$ cat config.mk
export PLATFORM = sky130hd
export DESIGN_NAME = timer_ctrl
export DESIGN_NICKNAME = d
export VERILOG_FILES = /design/src/rtl/timer_ctrl.sv
export SDC_FILE = /design/constraint.sdc
export NUM_CORES = 1
export LEC_CHECK = 0
export BUFFER_PORTS_ARGS = -buffer_cell sky130_fd_sc_hd__buf_2
export CELL_PAD_IN_SITES_DETAIL_PLACEMENT = 1
export CELL_PAD_IN_SITES_GLOBAL_PLACEMENT = 2
export CORE_ASPECT_RATIO = 0.7
export CORE_MARGIN = 2
export CORE_UTILIZATION = 34
export DETAILED_ROUTE_END_ITERATION = 7
export PLACE_DENSITY = 0.87
export SKIP_CTS_REPAIR_TIMING = 1
export SKIP_LAST_GASP = 1
export SLEW_MARGIN = 40
export SYNTH_ARGS = -nofsm -noshare
export SYNTH_HDL_FRONTEND = slang
export SYNTH_SLANG_ARGS = --single-unit
$ cat constraint.sdc
create_clock -name clk -period 3.5 [get_ports clk]
set_input_delay 0.7 -clock clk [delete_from_list [all_inputs] [get_ports clk]]
set_output_delay 0.7 -clock clk [all_outputs]
set_load 0.01 [all_outputs]
$ cat src/rtl/timer_ctrl.sv
// timer_ctrl: BCD mm:ss count-down/count-up timer with run/pause/done control.
// Optional define TIMER_CTRL_ALARM_BLINK_EN makes the alarm light blink once per tick in DONE.
module timer_ctrl #(
  parameter int LIGHT_W = 16
) (
  input  logic               clk,
  input  logic               rst,
  input  logic               start_pb,
  input  logic               clear_pb,
  input  logic               mode,
  input  logic               tick,
  input  logic [3:0]         pre_min1,
  input  logic [3:0]         pre_min0,
  input  logic [3:0]         pre_sec1,
  input  logic [3:0]         pre_sec0,
  output logic [3:0]         min1,
  output logic [3:0]         min0,
  output logic [3:0]         sec1,
  output logic [3:0]         sec0,
  output logic [1:0]         state,
  output logic               alarm,
  output logic [LIGHT_W-1:0] light
);
  localparam logic [1:0] IDLE = 2'b00, RUN = 2'b01, PAUSE = 2'b10, DONE = 2'b11;
  logic [1:0]  state_q, state_d;
  logic [15:0] cnt_q, cnt_d, pre_q, pre_d, preset, inc, dec, step;
  logic        mode_q, mode_d, valid, hit, blink;
  assign preset = {pre_min1, pre_min0, pre_sec1, pre_sec0};
  assign valid  = pre_min1 <= 4'd9 && pre_min0 <= 4'd9 && pre_sec1 <= 4'd5 && pre_sec0 <= 4'd9;
  // BCD increment wraps 59:59 -> 00:00; decrement borrows through each digit
  always_comb begin
    logic c0, c1, c2, b0, b1, b2;
    c0 = cnt_q[3:0] == 4'd9;
    c1 = c0 && cnt_q[7:4] == 4'd5;
    c2 = c1 && cnt_q[11:8] == 4'd9;
    inc[3:0]   = c0 ? 4'd0 : cnt_q[3:0] + 4'd1;
    inc[7:4]   = c0 ? (cnt_q[7:4] == 4'd5 ? 4'd0 : cnt_q[7:4] + 4'd1) : cnt_q[7:4];
    inc[11:8]  = c1 ? (cnt_q[11:8] == 4'd9 ? 4'd0 : cnt_q[11:8] + 4'd1) : cnt_q[11:8];
    inc[15:12] = c2 ? (cnt_q[15:12] == 4'd5 ? 4'd0 : cnt_q[15:12] + 4'd1) : cnt_q[15:12];
    b0 = cnt_q[3:0] == 4'd0;
    b1 = b0 && cnt_q[7:4] == 4'd0;
    b2 = b1 && cnt_q[11:8] == 4'd0;
    dec[3:0]   = b0 ? 4'd9 : cnt_q[3:0] - 4'd1;
    dec[7:4]   = b0 ? (cnt_q[7:4] == 4'd0 ? 4'd5 : cnt_q[7:4] - 4'd1) : cnt_q[7:4];
    dec[11:8]  = b1 ? (cnt_q[11:8] == 4'd0 ? 4'd9 : cnt_q[11:8] - 4'd1) : cnt_q[11:8];
    dec[15:12] = b2 ? (cnt_q[15:12] == 4'd0 ? 4'd5 : cnt_q[15:12] - 4'd1) : cnt_q[15:12];
  end
  assign step = mode_q ? inc : dec;
  assign hit  = mode_q ? (pre_q != 16'd0 && inc == pre_q) : dec == 16'd0;
  always_ff @(posedge clk or posedge rst) begin
    if (rst) begin
      state_q <= IDLE;
      cnt_q   <= '0;
      pre_q   <= '0;
      mode_q  <= 1'b0;
    end else begin
      state_q <= state_d;
      cnt_q   <= cnt_d;
      pre_q   <= pre_d;
      mode_q  <= mode_d;
    end
  end
  always_comb begin
    state_d = state_q;
    if (clear_pb) state_d = IDLE;
    else if (state_q == IDLE)
      state_d = start_pb && valid && (mode || preset != 16'd0) ? RUN : IDLE;
    else if (state_q == RUN)
      state_d = tick && hit ? DONE : start_pb ? PAUSE : RUN;
    else if (state_q == PAUSE)
      state_d = start_pb ? RUN : PAUSE;
    else
      state_d = start_pb ? IDLE : DONE;
  end
  always_comb begin
    cnt_d  = (state_q == IDLE || state_d == IDLE) ? (mode ? 16'd0 : preset)
           : (state_q == RUN && tick) ? step : cnt_q;
    pre_d  = state_q == IDLE ? preset : pre_q;
    mode_d = state_q == IDLE ? mode : mode_q;
  end
`ifdef TIMER_CTRL_ALARM_BLINK_EN
  logic blink_q, blink_d;
  // Phase is forced to 0 outside DONE so every DONE entry starts lit
  assign blink_d = state_q != DONE ? 1'b0 : blink_q ^ tick;
  always_ff @(posedge clk or posedge rst) begin
    if (rst) blink_q <= 1'b0;
    else     blink_q <= blink_d;
  end
  assign blink = blink_q;
`else
  assign blink = 1'b0;
`endif
  always_comb begin
    {min1, min0, sec1, sec0} = cnt_q;
    state = state_q;
    alarm = state_q == DONE;
    light = alarm && !blink ? '1 : '0;
  end
endmodule
==> results of run 1 <==
==> power groups by stage <==
| stage | combinational, mW | clock (mW) | sequential, mW |
|---|---|---|---|
| 2_1_floorplan | 0.250 | 0 | 0.485 |
| 3_3_place_gp | 0.332 | 0 | 0.515 |
| 3_5_place_dp | 0.339 | 0 | 0.517 |
| 4_1_cts | 0.342 | 0.468 | 0.511 |
| 5_1_grt | 0.381 | 0.485 | 0.520 |
| 6_report | 0.345 | 0.461 | 0.513 |
==> sequential cells by signal, summed over array words and instances (netlist names) <==
register and flops:
cnt_q 16, pre_q 16, state 2, mode_q 1
==> path summary, 6_finish.rpt <==
kind	start	endpoint	slack (ns)	cells after the start
setup / recovery	cnt_q[8]	state[1]	0.33	10
hold / removal	rst	pre_q[11]	0.51	3
setup reg to reg	cnt_q[8]	state[1]	0.33	10
hold reg to reg	pre_q[8]	pre_q[8]	0.56	1
max in group asynchronous	rst	pre_q[2]	2.68	3
min in group clk	pre_q[8]	pre_q[8]	0.56	1
==> final cells by class <==
type                    count  area (µm²)  share of cell area [%]
clock buffers               8         156                    4.21
inverters                  16        60.1                    1.62
multi-input cells         306        2120                    57.0
flip-flops and latches     35         876                    23.6
well taps                 128         160                    4.31
repair buffers             65         348                    9.36
==> synth_stat cells (all sizes together) (3+ instances only) <==
cell,count,share of area [%]
o22ai,6,1.1
nor2b,6,1.1
nand2,16,1.8
buf,30,6.7
a31oi,3,0.56
clkbuf,19,2.1
nor2,27,3.0
mux2,16,5.4
a2111oi,4,1.4
xnor2,11,2.9
o311ai,3,0.79
o211ai,6,1.3
ha,12,4.5
nor3b,3,0.67
inv,16,1.8
mux2i,5,1.5
a21oi,28,4.3
nand3b,19,4.3
nand2b,5,0.94
nor3,11,2.0
nor4,13,2.6
and3,4,0.90
a2bb2oi,3,0.79
nand4,9,1.7
xor2,3,0.79
a22oi,3,0.67
o21ai,37,5.5
dfrtp,35,26
nand3,11,1.6
and2,4,0.75
==> metrics by stage <==
stage / area (µm²) / hold WS [ns]
after floorplan: 3340 / 0.519
after global placement: 3560 / 0.550
after detailed placement: 3560 / 0.545
after CTS: 3720 / 0.522
after global routing: 3720 / 0.550
final: 3720 / 0.505
==> kinds of logic (layout without fill, tap and decap cells) <==
logic type / after synthesis / after routing / synth area share [%]
AND/OR/NAND/NOR: 142 / 142 / 25.0
AO/OA/AOI/OAI: 116 / 116 / 22.4
buffers and inverters: 65 / 89 / 10.7
flip-flops: 35 / 35 / 26.2
multiplexers: 21 / 21 / 6.88
XOR/XNOR: 15 / 15 / 4.38
adder cells (fa/ha/maj): 12 / 12 / 4.49
==> metal layers <==
| layer | track usage (%) | wire [µm] | vias to the layer above |
|---|---|---|---|
| li1 | - | - | 1533 |
| met1 | 36.5 | 5910 | 1650 |
| met2 | 30.1 | 4580 | 104 |
| met3 | 3.40 | 722 | 9 |
| met4 | 3.66 | 80 | 0 |
| met5 | 0 | 0 | - |
==> worst max-delay path, stage by stage (launching register included) <==
cell and delay [ns]:
sky130_fd_sc_hd__dfrtp_1 0.52, sky130_fd_sc_hd__inv_1 0.19, sky130_fd_sc_hd__ha_1 0.23, sky130_fd_sc_hd__nor3b_1 0.42, sky130_fd_sc_hd__and3_1 0.39, sky130_fd_sc_hd__a21boi_0 0.13, sky130_fd_sc_hd__a21oi_1 0.28, sky130_fd_sc_hd__nor3b_1 0.26
sky130_fd_sc_hd__nand4_1 0.20, sky130_fd_sc_hd__a21oi_2 0.28, sky130_fd_sc_hd__a31o_1 0.19
==> cell usage in the layout, fill, tap and decap left out, drive strengths merged, types with 3 or more instances in the layout <==
cell and instances:
buf 65, o21ai 37, dfrtp 35, a21oi 28, nor2 27, nand3b 19
mux2 16, nand2 16, inv 16, nor4 13, ha 12, xnor2 11
nand3 11, nor3 11, nand4 9, clkbuf 8, nor2b 6, o211ai 6
o22ai 6, nand2b 5, mux2i 5, and3 4, and2 4, a2111oi 4
nor3b 3, a31oi 3, a2bb2oi 3, o311ai 3, xor2 3, a22oi 3
==> impl_results.rst, run 1 <==
.. list-table::
   :header-rows: 1

   * - Metric
     - Value
   * - First-iteration detailed-routing DRC count
     - 263
   * - Share of post-route cells with drive strength above 1
     - a little under a quarter
   * - Core utilization of the finished layout
     - between 30% and 40%
   * - Layout filler cell count
     - approximately 1200
   * - Power share of the sequential group
     - between 30% and 40%
   * - Shortest period the worst path allows
     - roughly 3.2 ns
   * - Count of cell types in the netlist
     - 66
   * - Final TNS setup
     - 0 ns
   * - Area growth syn-to-layout
     - 11.1%
   * - Total grt overflow
     - 0
   * - Deepest clock path buffer count
     - 2
   * - Relative contribution of the clock network to total power
     - 34.9%
   * - Antenna Violating Nets Remaining
     - 0
   * - Kind of launch point of the worst setup path
     - register
   * - Average wire per cell in the routed design
     - a little over 20 µm
   * - Global placer's final weighted congestion
     - between 0.8 and 0.9
   * - Number of cells produced by synthesis
     - 406
   * - Vias post-DR
     - between 3000 and 4000
   * - Worst slack at placement
     - 0.394 ns
   * - Number of nets produced by synthesis
     - 440
   * - H-tree levels
     - 2
   * - DRC violation count after routing
     - 0
   * - Die Width
     - approximately 120 µm
   * - Aggregate routed wire length
     - between 10000 and 15000 µm
   * - Number of enable-type register cells in the synthesized netlist
     - 0
   * - Number of rows created at floorplan
     - 30
   * - Root Buffer Master
     - sky130_fd_sc_hd__clkbuf_16
   * - Clock-pin transition on the worst setup and hold timing paths
     - 0.05 ns
   * - Post-DP HPWL
     - around 8500 µm
   * - Max Cap Violations
     - 0
   * - Path type of the worst min-delay path
     - input port to async pin
   * - # IOs
     - between 50 and 60
   * - Warning count from the yosys run
     - 0
   * - Power spent charging and discharging nets
     - about 430 µW
   * - Antenna violations before repair
     - 0
   * - Number of I/O port buffers
     - between 50 and 60
   * - Most used DFF post-synth
     - sky130_fd_sc_hd__dfrtp_1
   * - Mean instance size in the synthesized netlist
     - between 8 and 9 µm²
   * - Leakage component of the power
     - 1.54 nW
   * - Comb power frac
     - 26.1%
   * - Total Nets Final
     - roughly 460
   * - CP max FO
     - 10
   * - Switching share of power
     - 32.7%
   * - Power per Cell Area
     - 355 nW/µm²
   * - Required time reported for the critical path endpoint
     - 3.71 ns
   * - Highest Clock Rate
     - 0.316 GHz
   * - Critical path endpoint category
     - register
   * - Core area
     - a little under 10000 µm²
   * - CTS sink cnt
     - 35
   * - VDD IR max
     - ~0.27 mV
   * - Diode insertion count for antenna repair
     - 0
   * - Status
     - finished clean
   * - Vias per inst
     - slightly below 6
   * - First-pass iteration count of the detailed router
     - 5
   * - Cts bufs inserted
     - 5
   * - PnR Total Power
     - ~1.3 mW
   * - Final period util
     - about nine tenths
   * - Final WS setup
     - ~0.33 ns
   * - Count of state elements after synthesis
     - 35
   * - Die area
     - approximately 11000 µm²
   * - Portion of the post-synthesis area used by sequential elements
     - 26.2%
   * - Category of the critical setup timing path
     - register to register
   * - Effective utilization at floorplan
     - 34.7%
   * - Measured slew at the worst slew-check pin
     - around 0.66 ns
   * - Cell Int Power
     - 887 µW
   * - CTS tree
     - built
   * - Relative slew margins
     - 55.7%
   * - Clock network latency to the later pin of the worst-skew pair
     - 0.28 ns
   * - Cell Area, Synth
     - approximately 3300 µm²
   * - Number of global-route vias before repair
     - ~3100
   * - Post-route clock skew
     - 0.00294 ns
   * - Finished Layout Cells
     - around 560
   * - Setup repair after global routing missed its margin
     - no
   * - Count of endpoints failing setup in the final report
     - 0
   * - Hold Violations, Final
     - 0
   * - Number of cells after detailed placement
     - 550
   * - Largest net degree at the start of global routing
     - 37
   * - First-pass GRT wire length
     - around 18000 µm
   * - Arrival time of the worst setup path
     - about 3.4 ns
   * - Pins over their slew limit
     - 0
   * - Total routing usage reported by global routing
     - ~22%
   * - Overall die height
     - 87.0 µm
   * - Fraction of registers with async set/reset
     - 100%
Note: power is estimated with default switching activity, not from simulation.
==> run 2, diff against run 1 <==
--- a/config.mk
+++ b/config.mk
@@ -5,14 +5,15 @@
 export SDC_FILE = /design/constraint.sdc
 export NUM_CORES = 1
 export LEC_CHECK = 0
+export ABC_AREA = 1
 export BUFFER_PORTS_ARGS = -buffer_cell sky130_fd_sc_hd__buf_2
 export CELL_PAD_IN_SITES_DETAIL_PLACEMENT = 1
 export CELL_PAD_IN_SITES_GLOBAL_PLACEMENT = 2
 export CORE_ASPECT_RATIO = 0.7
 export CORE_MARGIN = 2
-export CORE_UTILIZATION = 34
+export CORE_UTILIZATION = 30
 export DETAILED_ROUTE_END_ITERATION = 7
-export PLACE_DENSITY = 0.87
+export PLACE_DENSITY = 0.86
 export SKIP_CTS_REPAIR_TIMING = 1
 export SKIP_LAST_GASP = 1
 export SLEW_MARGIN = 40
==> impl_results.rst, run 2 <==
.. list-table::
   :header-rows: 1

   * - Metric
     - Value
   * - Status
     - finished clean
   * - Measured slew at the worst slew-check pin
     - slightly above 0.7 ns
   * - Library cell contributing the largest single delay on the critical path
     - sky130_fd_sc_hd__dfrtp_1
   * - Count of endpoints failing setup in the final report
     - 0
   * - Most common library cell in the layout ignoring fill and taps
     - sky130_fd_sc_hd__nand2_1
   * - Finished Layout Cells
     - 786
   * - Shortest period the worst path allows
     - between 3 and 4 ns
   * - Leading area contributor after synthesis
     - sky130_fd_sc_hd__dfrtp_1
   * - Arrival time of the worst setup path
     - roughly 3.4 ns
   * - Root Buffer Master
     - sky130_fd_sc_hd__clkbuf_16
   * - Die Width
     - about 130 µm
   * - Crit path top cell by count
     - sky130_fd_sc_hd__nand2_1
   * - Total Nets Final
     - approximately 660
   * - Max Cap Violations
     - 0
   * - Final period util
     - 91.1%
   * - First-iteration detailed-routing DRC count
     - ~220
   * - Final TNS setup
     - 0 ns
   * - Worst reg2reg setup slack
     - approximately 0.31 ns
   * - Leakage component of the power
     - between 2 and 2.5 nW
   * - Path type of the worst min-delay path
     - input port to async pin
   * - Mean instance size in the synthesized netlist
     - 6.08 µm²
   * - Commonest cells after routing, fill and taps aside
     - sky130_fd_sc_hd__nand2_1 (213), sky130_fd_sc_hd__inv_1 (63), sky130_fd_sc_hd__nand3_1 (63)
   * - Count of cell types in the netlist
     - 37
   * - Vias post-DR
     - just under 4000
   * - Setup repair after global routing missed its margin
     - no
   * - Number of global-route vias before repair
     - about 3900
   * - Required time reported for the critical path endpoint
     - between 3 and 4 ns
   * - Portion of the post-synthesis area used by sequential elements
     - about a quarter
   * - Cell Area, Synth
     - about 3600 µm²
   * - Fraction of post-synthesis cell area in the top cell type by area
     - around a quarter
   * - Pins over their slew limit
     - 0
   * - Crit-path max cell delay
     - between 0.4 and 0.5 ns
   * - Average wire per cell in the routed design
     - roughly 17 µm
   * - Overall die height
     - approximately 96 µm
   * - Category of the critical setup timing path
     - register to register
   * - Deepest clock path buffer count
     - 2
   * - Number of enable-type register cells in the synthesized netlist
     - 0
   * - Ranking of synthesized cells by instance count
     - sky130_fd_sc_hd__nand2_1 (213), sky130_fd_sc_hd__inv_1 (64), sky130_fd_sc_hd__nand3_1 (63), sky130_fd_sc_hd__nor2_1 (57), sky130_fd_sc_hd__dfrtp_1 (35)
   * - Clock-pin transition on the worst setup and hold timing paths
     - 0.06 ns
   * - Fraction of registers with async set/reset
     - 100%
   * - Diode insertion count for antenna repair
     - 0
   * - Relative slew margins
     - around 52%
   * - Hold Violations, Final
     - 0
   * - CTS sink cnt
     - 35
   * - Post-route clock skew
     - around 0.006 ns
   * - Count of buffering cells on the critical path with inverters included
     - 2
   * - Total routing usage reported by global routing
     - 21.1%
   * - First-pass GRT wire length
     - 21100 µm
   * - Kind of launch point of the worst setup path
     - register
   * - VDD IR max
     - 0.164 mV
   * - Number of I/O port buffers
     - 56
   * - Effective utilization at floorplan
     - 30.7%
   * - Clock network latency to the later pin of the worst-skew pair
     - 0.28 ns
   * - Cts bufs inserted
     - 5
   * - Area of the multi-input gates
     - 2190 µm²
   * - Warning count from the yosys run
     - 0
   * - Number of rows created at floorplan
     - 33
   * - Die area
     - 12900 µm²
   * - First-pass iteration count of the detailed router
     - 4
   * - Antenna Violating Nets Remaining
     - 0
   * - CTS tree
     - built
   * - Total grt overflow
     - 0
   * - Post-DP HPWL
     - about 11000 µm
   * - Count of state elements after synthesis
     - 35
   * - Critical path endpoint category
     - register
   * - Number of nets produced by synthesis
     - 624
   * - Number of cells produced by synthesis
     - 590
   * - Series of cell instances along the critical path
     - inv_1 > ha_1 > nand3_1 > nor2_4 > nand2_1 > nand3_1 > nand2_1 > nor2_1 > nand3_1 > nor2_1 > nand2_1 > nand2_1 > nand3_1 > nand2_1 > nand2_2 > nand2_8 > nand3_2 > inv_2 > nand2_1 > nand2_1
   * - Dominant cell by count in the synthesized netlist
     - sky130_fd_sc_hd__nand2_1
   * - Largest net degree at the start of global routing
     - 36
   * - Top delay family on crit path
     - simple AND/OR/NAND/NOR gates
   * - Core area
     - 11700 µm²
   * - Antenna violations before repair
     - 0
   * - Power per Cell Area
     - 356 nW/µm²
   * - Aggregate routed wire length
     - about 13000 µm
   * - Layout filler cell count
     - roughly 1600
   * - H-tree levels
     - 2
   * - Main area contributors after synthesis
     - sky130_fd_sc_hd__dfrtp_1 (24%), sky130_fd_sc_hd__nand2_1 (22%), sky130_fd_sc_hd__nand3_1 (8.8%)
   * - Most used DFF post-synth
     - sky130_fd_sc_hd__dfrtp_1
   * - Global placer's final weighted congestion
     - approximately 0.83
   * - Number of cells after detailed placement
     - slightly below 800
   * - # IOs
     - 57
   * - DRC violation count after routing
     - 0
   * - Vias per inst
     - ~5.0
   * - Highest Clock Rate
     - 0.314 GHz
   * - CP max FO
     - 21
   * - Area growth syn-to-layout
     - 11.8%
   * - Share of post-route cells with drive strength above 1
     - ~17%
   * - FF/Latch Area
     - about 900 µm²
-- run 2: per-stage QoR --
step                setup slack [ns]  power [mW]  cell area, µm²  hold slack, ns  utilization (%)
CTS                            0.159        1.42            3980           0.549             34.1
global placement               0.359       0.960            3840           0.540             32.9
detailed placement             0.193       0.973            3840           0.542             32.9
global route                  0.0243        1.52            4010           0.563             34.3
floorplan                      0.946       0.823            3590           0.482                -
finish                         0.312        1.43            4010           0.529             34.3
-- run 2: path summary, 6_finish.rpt --
| kind | start | endpoint | cells after the start |
|---|---|---|---|
| min in group clk | pre_q[0] | pre_q[0] | 2 |
| max reg2reg | cnt_q[5] | cnt_q[1] | 20 |
| max in group asynchronous | rst | cnt_q[4] | 3 |
| min | rst | pre_q[9] | 3 |
| max | cnt_q[5] | cnt_q[1] | 20 |
| min reg2reg | pre_q[0] | pre_q[0] | 2 |
-- run 2: worst min-delay path, delay by kind of cell --
family	cells	cell delay, ns
buffers and inverters	3	0.56
-- run 2: logic make-up (layout without fill, tap and decap cells) --
kind of cell / count (synthesis) / count (layout) / share of synthesized area, %
buffers and inverters: 105 / 143 / 15.1
AOI/OAI and AO/OA: 63 / 63 / 10.2
DFF: 35 / 35 / 24.4
and+or+nand+nor: 373 / 374 / 45.6
adders and majority gates: 12 / 12 / 4.18
xor gates and xnor gates: 2 / 2 / 0.488
-- run 2: layer usage --
metal  part of all wire (%)  routed length [µm]  global-route usage, %  up-vias
li1                       -                   -                      -     1946
met1                     51                6890                   31.6     1923
met2                     44                5840                   33.0       90
met3                    4.7                 633                   3.19        5
met4                   0.22                  29                   2.19        0
met5                      0                   0                      0        -
-- run 2: power breakdown --
part | switching (mW) | internal, mW | total (mW)
logic | 0.316 | 0.145 | 0.461
registers | 0.0702 | 0.446 | 0.517
clock network | 0.184 | 0.264 | 0.448
-- run 2: area by class of cell --
| class | instances | area share [%] |
|---|---|---|
| multi-input combinational | 451 | 54.7 |
| inverter | 71 | 6.65 |
| sequential | 35 | 21.9 |
| clock inverter | 1 | 0.125 |
| clock buffer | 7 | 3.31 |
| timing repair buffer | 64 | 8.49 |
| tap | 157 | 4.90 |
